--- src/rtl/dmem_arbiter.sv ---
// Round-robin arbiter sharing one data-memory port between the CPU data side (port 0)
// and a loader/debug master (port 1); IDLE -> ACCESS -> ACK, one transaction per 3 cycles.
module dmem_arbiter #(
    parameter int ADDR_W = 32,
    parameter int DATA_W = 32,
    parameter int CNT_W  = 16
) (
    input  logic              clk,
    input  logic              rst,
    input  logic              m0_req,
    input  logic              m0_we,
    input  logic [ADDR_W-1:0] m0_addr,
    input  logic [2:0]        m0_type,
    input  logic [DATA_W-1:0] m0_wdata,
    output logic              m0_ack,
    output logic [DATA_W-1:0] m0_rdata,
    input  logic              m1_req,
    input  logic              m1_we,
    input  logic [ADDR_W-1:0] m1_addr,
    input  logic [2:0]        m1_type,
    input  logic [DATA_W-1:0] m1_wdata,
    output logic              m1_ack,
    output logic [DATA_W-1:0] m1_rdata,
    output logic              W_en,
    output logic              R_en,
    output logic [ADDR_W-1:0] ram_addr,
    output logic [2:0]        RW_type,
    output logic [DATA_W-1:0] din,
    input  logic [DATA_W-1:0] dout,
    output logic [CNT_W-1:0]  m0_cnt,
    output logic [CNT_W-1:0]  m1_cnt
);

    typedef enum logic [1:0] {
        IDLE   = 2'd0,
        ACCESS = 2'd1,
        ACK    = 2'd2
    } state_t;

    state_t              state_q, state_d;
    logic                last_q, last_d;
    logic                win_q, win_d;
    logic                we_q, we_d;
    logic [ADDR_W-1:0]   addr_q, addr_d;
    logic [2:0]          type_q, type_d;
    logic [DATA_W-1:0]   wdata_q, wdata_d;
    logic [DATA_W-1:0]   rdata_q, rdata_d;
    logic                ack0_q, ack0_d;
    logic                ack1_q, ack1_d;
    logic [CNT_W-1:0]    cnt0_q, cnt0_d;
    logic [CNT_W-1:0]    cnt1_q, cnt1_d;
    logic                grant_s;

    // Next-state, arbitration and command capture
    always_comb begin
        state_d = state_q;
        last_d  = last_q;
        win_d   = win_q;
        we_d    = we_q;
        addr_d  = addr_q;
        type_d  = type_q;
        wdata_d = wdata_q;
        rdata_d = rdata_q;
        ack0_d  = 1'b0;
        ack1_d  = 1'b0;
        cnt0_d  = cnt0_q;
        cnt1_d  = cnt1_q;
        grant_s = 1'b0;

        // With both requesting, the port that did not win last time gets the grant
        if (m0_req && m1_req) begin
            grant_s = ~last_q;
        end else if (m1_req) begin
            grant_s = 1'b1;
        end else begin
            grant_s = 1'b0;
        end

        case (state_q)
            IDLE: begin
                if (m0_req || m1_req) begin
                    state_d = ACCESS;
                    last_d  = grant_s;
                    win_d   = grant_s;
                    we_d    = grant_s ? m1_we    : m0_we;
                    addr_d  = grant_s ? m1_addr  : m0_addr;
                    type_d  = grant_s ? m1_type  : m0_type;
                    wdata_d = grant_s ? m1_wdata : m0_wdata;
                end else begin
                    state_d = IDLE;
                end
            end
            ACCESS: begin
                if (!we_q) begin
                    rdata_d = dout;
                end else begin
                    rdata_d = rdata_q;
                end
                ack0_d  = ~win_q;
                ack1_d  = win_q;
                state_d = ACK;
            end
            ACK: begin
                if (win_q) begin
                    cnt1_d = cnt1_q + CNT_W'(1);
                end else begin
                    cnt0_d = cnt0_q + CNT_W'(1);
                end
                state_d = IDLE;
            end
            default: begin
                state_d = IDLE;
            end
        endcase
    end

    // State, command and status registers
    always_ff @(posedge clk) begin
        if (rst) begin
            state_q <= IDLE;
            last_q  <= 1'b1;
            win_q   <= 1'b0;
            we_q    <= 1'b0;
            addr_q  <= '0;
            type_q  <= 3'b000;
            wdata_q <= '0;
            rdata_q <= '0;
            ack0_q  <= 1'b0;
            ack1_q  <= 1'b0;
            cnt0_q  <= '0;
            cnt1_q  <= '0;
        end else begin
            state_q <= state_d;
            last_q  <= last_d;
            win_q   <= win_d;
            we_q    <= we_d;
            addr_q  <= addr_d;
            type_q  <= type_d;
            wdata_q <= wdata_d;
            rdata_q <= rdata_d;
            ack0_q  <= ack0_d;
            ack1_q  <= ack1_d;
            cnt0_q  <= cnt0_d;
            cnt1_q  <= cnt1_d;
        end
    end

    // Enables decode from state so the memory sees them in the ACCESS cycle itself
    assign W_en     = (state_q == ACCESS) &&  we_q;
    assign R_en     = (state_q == ACCESS) && !we_q;
    assign ram_addr = addr_q;
    assign RW_type  = type_q;
    assign din      = wdata_q;
    assign m0_ack   = ack0_q;
    assign m1_ack   = ack1_q;
    assign m0_rdata = rdata_q;
    assign m1_rdata = rdata_q;
    assign m0_cnt   = cnt0_q;
    assign m1_cnt   = cnt1_q;

endmodule
--- config.mk ---
export PLATFORM = sky130hd
export DESIGN_NAME = dmem_arbiter
export DESIGN_NICKNAME = d
export VERILOG_FILES = /design/src/rtl/dmem_arbiter.sv
export SDC_FILE = /design/constraint.sdc
export NUM_CORES = 1
export LEC_CHECK = 0
export ABC_AREA = 1
export BUFFER_PORTS_ARGS = -buffer_cell sky130_fd_sc_hd__buf_2
export CELL_PAD_IN_SITES_DETAIL_PLACEMENT = 1
export CELL_PAD_IN_SITES_GLOBAL_PLACEMENT = 1
export CORE_MARGIN = 1.5
export CORE_UTILIZATION = 32
export DETAILED_ROUTE_END_ITERATION = 6
export GPL_TIMING_DRIVEN = 0
export PLACE_DENSITY = 0.9
export SETUP_SLACK_MARGIN = 0.5
export SLEW_MARGIN = 20
export SYNTH_ARGS = -nofsm -noshare
export SYNTH_HDL_FRONTEND = slang
export SYNTH_SLANG_ARGS = --single-unit
export TNS_END_PERCENT = 10
--- constraint.sdc ---
create_clock -name clk -period 2.4 [get_ports clk]
set_input_delay 0.12 -clock clk [delete_from_list [all_inputs] [get_ports clk]]
set_output_delay 0.12 -clock clk [all_outputs]
set_load 0.02 [all_outputs]
# After elaboration in Yosys (flattened, before gate mapping)
# Index checks and enable logic that the tools add are counted.
[totals] register_bits=138 out_inout_bits=167 elab_cells=39
[classes] n_addsub=2 n_eq_ne=2 n_mux=8 bitwise_logic=4 n_reduce_logical=11
[op_table] cell="32-bit 2-to-1 mux" n=2
[op_table] cell="16-bit by 1-bit adder with 16-bit output, second input constant" n=2
[op_table] cell="2-bit AND reduction" n=4
[op_table] cell="1-bit 2-to-1 mux" n=4
[op_table] cell="1-bit inverter" n=4
[op_table] cell="2-bit case mux with 2 select lines" n=1
[op_table] cell="1-bit logical AND" n=3
[op_table] cell="3-bit 2-to-1 mux" n=1
[op_table] cell="2-bit by 1-bit equality test with 1-bit output, second input constant" n=1
[op_table] cell="2-bit equality test, second input constant" n=1
[op_table] cell="2-bit zero test" n=1
[op_table] cell="2-bit OR reduction" n=1
[op_table] cell="1-bit zero test" n=1
[op_table] cell="1-bit logical OR" n=1

# Logic depth before layout (Yosys ltp)
[logic_depth] depth_word=3 mapped_depth=9 depth_no_buf=8

# Worst setup path after synthesis
# OpenSTA, ideal clock, no wires.
[synth_path] path_type="reg-to-reg" from="register cnt0_q[0], in the netlist m0_cnt[0]" to="register cnt0_q[6], in the netlist m0_cnt[6]" setup_time_ns=0.128 arrival_ns=1.315 required_time_ns=2.272 path_slack_ns=0.958 stages_incl_launch_ff=7 n_path_buf=0 synth_period_minus_slack_ns=1.442 path_cell_list="dfxtp_1 > ha_1 > nand3_1 > nor2_1 > nand2_1 > xor2_1 > nor2_1"
[synth_via] elab_chain_cells=1
[synth_rtl] item="start, declared" line="50" source="logic [CNT_W-1:0] cnt0_q, cnt0_d;"
[synth_rtl] item="start signal, assigned" line="143" source="cnt0_q <= cnt0_d;"
[synth_rtl] item="16-bit by 1-bit adder with 16-bit output" line="107" source="cnt0_d = cnt0_q + CNT_W'(1);"
# Every way passes these cells.
# A chain may end at the register's enable or synchronous reset.

# Worst setup path after layout
[layout_path] from="register state_q[1]" to="output R_en"
[layout_via] elab_chain_cells=2
[layout_rtl] item="start, declared" line="40" source="state_t state_q, state_d;"
[layout_rtl] item="start signal, assigned" line="133" source="state_q <= state_d;"
[layout_rtl] item="2-bit by 1-bit equality test with 1-bit output" line="150" source="assign R_en = (state_q == ACCESS) && !we_q;"
[layout_rtl] item="1-bit logical AND" line="150"
[layout_rtl] item="end, declared" line="25" source="output logic R_en,"
# Every way passes these cells.

==> results.txt <==
----------------------------------------------------
[Worst setup path]
  Required time at the endpoint of the critical path ... 2.28 ns
  Path type of the worst setup path ... flop to output port
  CP Max Fanout ... 10
  Data arrival at the endpoint of the critical path ... between 1.5 and 2 ns
  Worst-case register-to-register setup slack ... 0.69 ns
  CP Capture Type ... output port
  Nature of the critical path startpoint ... flop

[Cells and area]
  Area grow syn2layout ... 57.94%
  Share of layout cells above drive strength 1 ... 31.64%
  Count of nets after finishing ... between 1500 and 2000
  Number of non-filler instances in the completed layout ... between 1500 and 2000
  Filler cells ... 2462

[Outcome]
  Run status ... finished, final reports clean

[Placed design]
  Buffers on Ports ... 337
  Final HPWL DP ... 19010 um
  Post-placement cell count ... 1510
  Gp weighted congestion ... 0.8416

[STA]
  Setup repair after global routing missed its margin ... no
  Worst relative slew slack ... 55.68%
  Post-route clock skew ... 0.02068 ns
  Crit share post-route ... roughly three quarters
  Final Setup Violations ... 0
  Count of final hold-check violations ... 0
  Final Max Tran Viols ... 0
  Worst Max-Slew Pin Slew ... 0.6648 ns
  Sum of negative setup slack ... 0 ns
  Min cycle time layout ... between 1.5 and 2 ns
  Highest Clock Rate ... 0.5596 GHz

[Synthesis]
  Synthesized area ... 6205 um2
  Net Count, Synth ... 1087
  Flop and latch count out of synthesis ... 138
  Sequential element share of the synthesized area ... ~45%
  Avg Cell Area, Syn ... 6.796 um2
  Cell variety after synth ... 20
  Gate Count Post-Synth ... a little over 900
  Yosys warning total ... 0

[Floorplanning]
  Die Width ... 142.2 um
  Std cell rows ... 50
  Total Die Area ... 20230 um2
  Starting utilization of the core area ... 32.95%
  Number of I/O pins ... 339
  Die Height ... 142.2 um
  Floorplan Core Area ... roughly 19000 um2

[Global routing]
  Largest net degree at the start of global routing ... 17
  Global route total overflow ... 0
  Initial antenna violation count ... 5
  Via count of the first global-routing pass ... between 8000 and 9000
  Global-route wire length before repair ... 47210 um
  All-layer global routing usage ... 30.25%

[Drt]
  Number of detailed-routing iterations run before antenna repair ... 5
  First-iteration detailed-routing DRC count ... 346
  Via/cell ratio ... 5.027
  Via total after detailed routing ... just over 8000
  Residual antenna-violating net count after detailed routing ... 0
  Post-detailed-route wirelength per cell ... 18.99 um
  WL final ... roughly 31000 um
  Remaining DRCs ... 0

[Pwr]
  Worst vdd ir ... 0.5346 mV
  Static Leakage ... 4.885 nW
  Power per Cell Area ... a little under 700 nW/um2

[Clock network]
  Clock Sinks ... 138
  TritonCTS clock tree ... built
  Longest Clk Path Bufs ... 2
  Maximum level of the CTS H-tree ... 4
  Number of clock buffers inserted by TritonCTS ... 17
  Postcts setup bufs ... 0
  Root buffer cell ... clkbuf_16
  Clock input transition at the sequential cells of the worst setup and hold paths ... 0.08 ns
  Worst skew pair latency ... 0.43 ns

[Run]
  Total of max-cap violations ... 0

[Min path]
  Class of the tightest hold or removal check ... input port to flop

----------------------------------------------------
==> cell type report <==
class                   instances  area (um2)  area share, %
clock inverters                11       113.9          1.162
clock buffers                  21       460.4          4.699
well taps                     260       325.3          3.320
flip-flops and latches        138        2763          28.19
diodes                          5       12.51         0.1277
repair buffers                436        2678          27.32
multi-input cells             651        2798          28.55
plain buffers                  82       491.7          5.018
inverters                      42       157.7          1.609
==> cell usage after synthesis <==
library cell / number / area [um2]
o21ai_0: 72 / 360.4
a21oi_1: 111 / 555.5
buf_4: 34 / 255.2
nand3_1: 21 / 105.1
nor3_1: 1 / 5.000
ha_1: 2 / 25.02
buf_2: 27 / 135.1
clkbuf_1: 17 / 63.81
inv_2: 1 / 3.750
nor2_1: 137 / 514.2
nor3_2: 1 / 10.01
inv_1: 41 / 153.9
buf_6: 3 / 33.78
nand2_1: 283 / 1062
xor2_1: 4 / 35.03
o21a_1: 1 / 7.510
dfxtp_1: 138 / 2763
buf_1: 1 / 3.750
nor2_2: 2 / 12.51
nand4_1: 16 / 100.1
==> worst paths after layout <==
check	startpoint	end	cells past startpoint
worst min register to register	m0_rdata[26]$_SDFFE_PP0P_	m0_rdata[26]$_SDFFE_PP0P_	2
worst max-delay path	state_q[1]$_SDFF_PP0_	R_en	5
worst min-delay path	m1_type[0]	RW_type[0]$_SDFFE_PP0P_	5
worst max register to register	last_q$_SDFFE_PP1P_	din[9]$_SDFFE_PP0P_	9
==> layout by cell type, fill, tap and decap left out <==
cell type | netlist | layout
clkbuf_1 | 17 | 19
dlygate4sd3_1 | 0 | 99
nand3_2 | 0 | 1
clkbuf_16 | 0 | 17
o21a_1 | 1 | 1
nand2_1 | 283 | 283
nor3_1 | 1 | 1
nor3_2 | 1 | 1
xor2_1 | 4 | 4
nand3_1 | 21 | 20
buf_2 | 27 | 364
o21ai_0 | 72 | 72
bufinv_16 | 0 | 1
buf_1 | 1 | 1
inv_2 | 1 | 2
buf_4 | 34 | 34
clkbuf_8 | 0 | 2
buf_6 | 3 | 3
inv_1 | 41 | 40
inv_6 | 0 | 3
diode_2 | 0 | 5
a21oi_1 | 111 | 111
nor2_2 | 2 | 2
ha_1 | 2 | 2
clkinv_4 | 0 | 4
dfxtp_1 | 138 | 138
nor2_1 | 137 | 137
nand4_1 | 16 | 16
clkinvlp_4 | 0 | 3
==> cells by family after synthesis <==
group	Yosys count	share of synthesized area, %
adder cells (fa/ha/maj)	2	0.4032
AO/OA/AOI/OAI	184	14.88
buffers and inverters	124	10.47
AND/OR/NAND/NOR	461	29.16
XOR/XNOR	4	0.5646
flip-flops	138	44.53
==> flip-flops by register name, summed over array words and instances (netlist names) <==
signal and cells:
ram_addr 32, m1_ack 1, RW_type 3, last_q 1, din 32, m0_rdata 32
we_q 1, m0_ack 1, win_q 1, m1_cnt 16, m0_cnt 16, state_q 2
==> timing repair <==
item / 4_1_cts / 5_1_grt
gates resized for setup: 2 / 0
hold buffers: 99 / 0
endpoints found under the hold margin: 99 / 0
setup endpoints to repair: 1 / 0
==> routing by layer <==
layer | track usage, % | wire length (um)
met5 | 0 | 13
met4 | 18.67 | 1735
met2 | 55.40 | 15990
met3 | 7.301 | 2286
met1 | 31.00 | 11220
==> report_power, final <==
group	internal, W	total [W]	leakage (nW)	switching (W)
logic	0.000586	0.00156	3.48	0.000974
clock network	0.00150	0.00260	0.271	0.00110
registers	0.00247	0.00259	1.13	0.000119
total	0.00455	0.00675	4.89	0.00219
==> worst max-delay path: stages, from the launching register on <==
cell and delay (ns):
dfxtp_1 0.36, inv_1 0.10, nand3_2 0.19, inv_2 0.16, buf_2 0.23, buf_2 0.21
==> stage by stage <==
stage | power (W) | instance area [um2] | hold WS, ns | setup slack, ns | util, %
4_1_cts | 0.006639 | 9787 | 0.001306 | 0.5921 | 51.97
5_1_grt | 0.006996 | 9797 | 0.02261 | 0.5066 | 52.03
3_5_place_dp | 0.003937 | 8217 | 0.3512 | 0.7133 | 43.63
3_3_place_gp | 0.003896 | 8217 | 0.3417 | 0.7326 | 43.63
2_1_floorplan | 0.003389 | 6205 | 0.2559 | 0.9577 | -
6_report | 0.006745 | 9799 | 0.006274 | 0.6130 | 52.04
Note: power is estimated with default switching activity, not from simulation.
